**config.mk**
```make
export PLATFORM = sky130hd
export DESIGN_NAME = sign_narrow_stream
export DESIGN_NICKNAME = d
export VERILOG_FILES = /design/src/rtl/sign_narrow_stream.sv
export SDC_FILE = /design/constraint.sdc
export NUM_CORES = 1
export LEC_CHECK = 0
export ABC_AREA = 1
export CAP_MARGIN = 20
export CORE_MARGIN = 5
export CORE_UTILIZATION = 50
export DETAILED_ROUTE_END_ITERATION = 12
export PLACE_DENSITY = 0.85
export SYNTH_ARGS = -nofsm -noshare
export SYNTH_HDL_FRONTEND = slang
export SYNTH_SLANG_ARGS = --single-unit
```
**constraint.sdc**
```tcl
create_clock -name i_clk -period 2.3 [get_ports i_clk]
set_input_delay 0.575 -clock i_clk [delete_from_list [all_inputs] [get_ports i_clk]]
set_output_delay 0.575 -clock i_clk [all_outputs]
set_load 0.05 [all_outputs]
```
**src/rtl/sign_narrow_stream.sv**
```systemverilog
// Streaming signed narrowing M -> N bits with overflow flag, saturating overflow counter
// and an elastic output register plus skid entry. Define SIGN_NARROW_SAT_EN to clamp overflowed words.
module sign_narrow_stream #(
   parameter int N     = 12,
   parameter int M     = 32,
   parameter int CNT_W = 16
) (
   input  logic             i_clk,
   input  logic             i_rst,
   input  logic             i_valid,
   output logic             o_ready,
   input  logic [M-1:0]     i_data,
   output logic             o_valid,
   input  logic             i_ready,
   output logic [N-1:0]     o_data,
   output logic             o_ovf,
   output logic [CNT_W-1:0] o_ovf_cnt
);

   generate
      if (M <= N) begin : g_bad_width
         $error("sign_narrow_stream: M must be greater than N");
      end
   endgenerate

   localparam logic [CNT_W-1:0] CNT_ONE = {{(CNT_W-1){1'b0}}, 1'b1};

   // A word fits when every bit from the new sign position upward equals the sign.
   logic [M-N:0] top_bits;
   logic         in_ovf;
   logic [N-1:0] in_data;

   assign top_bits = i_data[M-1:N-1];
   assign in_ovf   = !((&top_bits) || !(|top_bits));

`ifdef SIGN_NARROW_SAT_EN
   always_comb begin
      in_data = i_data[N-1:0];
      if (in_ovf) begin
         in_data = i_data[M-1] ? {1'b1, {(N-1){1'b0}}} : {1'b0, {(N-1){1'b1}}};
      end
   end
`else
   assign in_data = i_data[N-1:0];
`endif

   logic [N-1:0]     out_data_q, out_data_d;
   logic             out_ovf_q, out_ovf_d;
   logic             out_valid_q, out_valid_d;
   logic [N-1:0]     skid_data_q, skid_data_d;
   logic             skid_ovf_q, skid_ovf_d;
   logic             skid_valid_q, skid_valid_d;
   logic [CNT_W-1:0] cnt_q, cnt_d;
   logic             acc, pop;

   assign acc = i_valid && !skid_valid_q;
   assign pop = out_valid_q && i_ready;

   always_comb begin
      out_data_d   = out_data_q;
      out_ovf_d    = out_ovf_q;
      out_valid_d  = out_valid_q;
      skid_data_d  = skid_data_q;
      skid_ovf_d   = skid_ovf_q;
      skid_valid_d = skid_valid_q;
      cnt_d        = cnt_q;

      if (!out_valid_q) begin
         if (acc) begin
            out_data_d  = in_data;
            out_ovf_d   = in_ovf;
            out_valid_d = 1'b1;
         end
      end else if (!skid_valid_q) begin
         if (pop && acc) begin
            out_data_d = in_data;
            out_ovf_d  = in_ovf;
         end else if (pop) begin
            out_valid_d = 1'b0;
         end else if (acc) begin
            skid_data_d  = in_data;
            skid_ovf_d   = in_ovf;
            skid_valid_d = 1'b1;
         end
      end else if (pop) begin
         out_data_d   = skid_data_q;
         out_ovf_d    = skid_ovf_q;
         skid_valid_d = 1'b0;
      end

      if (pop && out_ovf_q && (cnt_q != {CNT_W{1'b1}})) begin
         cnt_d = cnt_q + CNT_ONE;
      end
   end

   always_ff @(posedge i_clk) begin
      if (i_rst) begin
         out_data_q   <= '0;
         out_ovf_q    <= 1'b0;
         out_valid_q  <= 1'b0;
         skid_data_q  <= '0;
         skid_ovf_q   <= 1'b0;
         skid_valid_q <= 1'b0;
         cnt_q        <= '0;
      end else begin
         out_data_q   <= out_data_d;
         out_ovf_q    <= out_ovf_d;
         out_valid_q  <= out_valid_d;
         skid_data_q  <= skid_data_d;
         skid_ovf_q   <= skid_ovf_d;
         skid_valid_q <= skid_valid_d;
         cnt_q        <= cnt_d;
      end
   end

   // Ready depends only on skid occupancy, so there is no path from i_ready.
   assign o_ready   = !skid_valid_q;
   assign o_valid   = out_valid_q;
   assign o_data    = out_data_q;
   assign o_ovf     = out_ovf_q;
   assign o_ovf_cnt = cnt_q;

endmodule
```
==> reports/qor.yml <==
outcome: "finished, final reports clean"
initial_utilization: 0.5079
rsz0062_at_grt: "false"
min_path_type: "reg -> reg"
final.setup_skew_ns: 0.005440
nFillCells: 367
setup_viol: 0
tightest_slew_ns: 0.5207
critical_path_required_ns: 1.73
ant_nets: 0
postLayoutCoreUtil: 0.7010
netlist.area_leader.share: 0.4039
die_y_um: 76.05
netlist_area_um2: 2181
tns_ns: 0
clkSinkCount: 44
seq_power_share: 0.469
synth-compound-area-share: 0.1612
drtIter0Drc: 107
cts_tree: "yes"
cp_top_family: "buffers and inverters"
place_hpwl_um: 3871
wl_um: 5115
portBuffers: 66
rows: 24
synth-seq-cells: 44
clkTransAtPathRegs_ns: 0.09
layout_commonest_cell: "nand2_1"
clkPwrFrac: 0.346
gp_congestion: 0.8136
cts_max_path_buffers: 2
arrival_ns: 1.60
grt_pass1_wl_um: 8832
ctsHoldBuffers: 0
nNetsFinal: 422
post_cts_buffers: 0
synth_nets: 353
max_freq_ghz: 0.4589
antennaDiodeCount: 0
worst_skew_pair.late_latency_ns: 0.29
p_sw_frac: 0.2760
final_max_slew_viol_count: 0
antenna_found_initial: 0
synth_area_leader_cell: "dfxtp_1"
ys_types: 30
grt_max_degree: 36
min_period_over_period: 0.9474
p_int_mw: 1.259
cts_buffers: 5
h-tree-depth: 2
synth_top_family_by_area: "simple AND/OR/NAND/NOR gates"
worstPathCellList: "clkdlybuf4s50_1"
coreArea_um2: 4294
die-width_um: 76.05
synth_adder_area_share: 0.005737
cpMaxStageDelayCell: "clkdlybuf4s50_1"
first_pass_iters: 6
synth_mux_area_frac: 0
startpoint_type: "flip-flop"
ctsResizeCount: 0
grt_pass1_vias: 2135
p_per_area_nw_per_um2: 577.7
syn_inst: 316
finalHoldViolations: 0
synth-xor-area-share: 0.03213
vias_per_cell: 5.050
slowest_delay_ns: 0.85
grtUsageTotal: 0.1765
instances_no_fill: 438
yosysWarnings: 0
mostFrequentLayoutCells: "nand2_1, clkdlybuf4s50_1, nor2_1"
ir_worst_vdd_v: 0.0005499
drc: 0
switching_power_uw: 480.0
path_max_fanout: 6
p_comb_frac: 0.185
critical_path_buf_inv_count: 1
fin_crit_ns: 2.179
p_leak_nw: 1.154
drive_gt1_frac: 0.1036
pin_count: 67
yosys.area_share.simple: 0.3351
syn_to_final_growth_pct: 38.04
dpl.cell_count: 430
wire_per_inst_um: 11.68
synthTopCellsByArea: "dfxtp_1, nand2_1, nor2_1"
slew_headroom: 0.6518
maxCapViolCount: 0
die-area_um2: 5783
post_synth.cell_area_avg_um2: 6.901
worstSetupEndpointType: "output pin"
grt_overflow: 0
crit_type: "reg -> out"
route.vias.total: 2212
seq_area_frac_synth: 0.4039
root_buffer: "clkbuf_8"
## synthesized netlist by cell type, drive strengths merged
| library cell | n |
|---|---|
| a21boi | 1 |
| a21oi | 14 |
| a31oi | 12 |
| and2 | 1 |
| and3 | 1 |
| buf | 7 |
| clkbuf | 5 |
| dfxtp | 44 |
| ha | 1 |
| inv | 17 |
| nand2 | 87 |
| nand3 | 12 |
| nand3b | 1 |
| nand4 | 1 |
| nor2 | 71 |
| nor3 | 1 |
| o21ai | 30 |
| o21bai | 1 |
| or2 | 1 |
| xnor2 | 4 |
| xor2 | 4 |
## cells by family (layout without fill, tap and decap cells)
family | Yosys count | after routing
adder cells (fa/ha/maj) | 1 | 1
buffers and inverters | 29 | 99
AND/OR/NAND/NOR | 176 | 176
flip-flops | 44 | 44
XOR/XNOR | 8 | 8
AO/OA/AOI/OAI | 58 | 58
## sequential cells by signal, summed over array words and instances (netlist names)
signal	cells
o_data	12
o_ovf	1
skid_data_q	12
o_ovf_cnt	16
skid_ovf_q	1
skid_valid_q	1
o_valid	1
## per-stage QoR
stage          worst slack, ns  hold WS [ns]  total power, mW  instance area [um2]
6_report                0.1211        0.4817            1.739                 3010
3_3_place_gp            0.2618        0.4626            1.150                 2895
3_5_place_dp            0.2266        0.4729            1.156                 2895
2_1_floorplan           0.4477        0.4554            1.016                 2181
5_1_grt                0.05825        0.5080            1.814                 3010
4_1_cts                 0.1223        0.4856            1.755                 3010
## per-layer routing
layer  vias to the layer above  track usage  share of wire
met4                         0      0.04982         0.0041
met1                       985       0.2018           0.43
met5                         -            0              0
met3                         2      0.06147          0.087
li1                       1152            -              -
met2                        73       0.3082           0.48
## power groups by stage
stage | Clock [mW] | Combinational [mW] | Sequential (mW)
detailed placement | 0 | 0.323 | 0.833
global route | 0.644 | 0.349 | 0.820
global placement | 0 | 0.318 | 0.832
floorplan | 0 | 0.101 | 0.915
CTS | 0.615 | 0.324 | 0.816
finish | 0.601 | 0.322 | 0.816
## final cells by class
class / count / area (um2) / area share
Multi-Input combinational cell: 243 / 1165 / 0.3869
Timing Repair Buffer: 74 / 720.7 / 0.2394
Sequential cell: 44 / 880.8 / 0.2926
Clock buffer: 5 / 68.82 / 0.02286
Inverter: 17 / 63.81 / 0.02120
Clock inverter: 3 / 46.29 / 0.01538
Tap cell: 52 / 65.06 / 0.02161
## worst paths after layout
path                  startpoint       endpoint  cells past startpoint  slack [ns]
hold / removal    skid_data_q[5]      o_data[5]                      2        0.48
setup / recovery    o_ovf_cnt[5]   o_ovf_cnt[5]                      1        0.12
setup reg to reg    o_ovf_cnt[0]  o_ovf_cnt[14]                      8        0.55
hold reg to reg   skid_data_q[5]      o_data[5]                      2        0.48
Note: power is estimated with default switching activity, not from simulation.
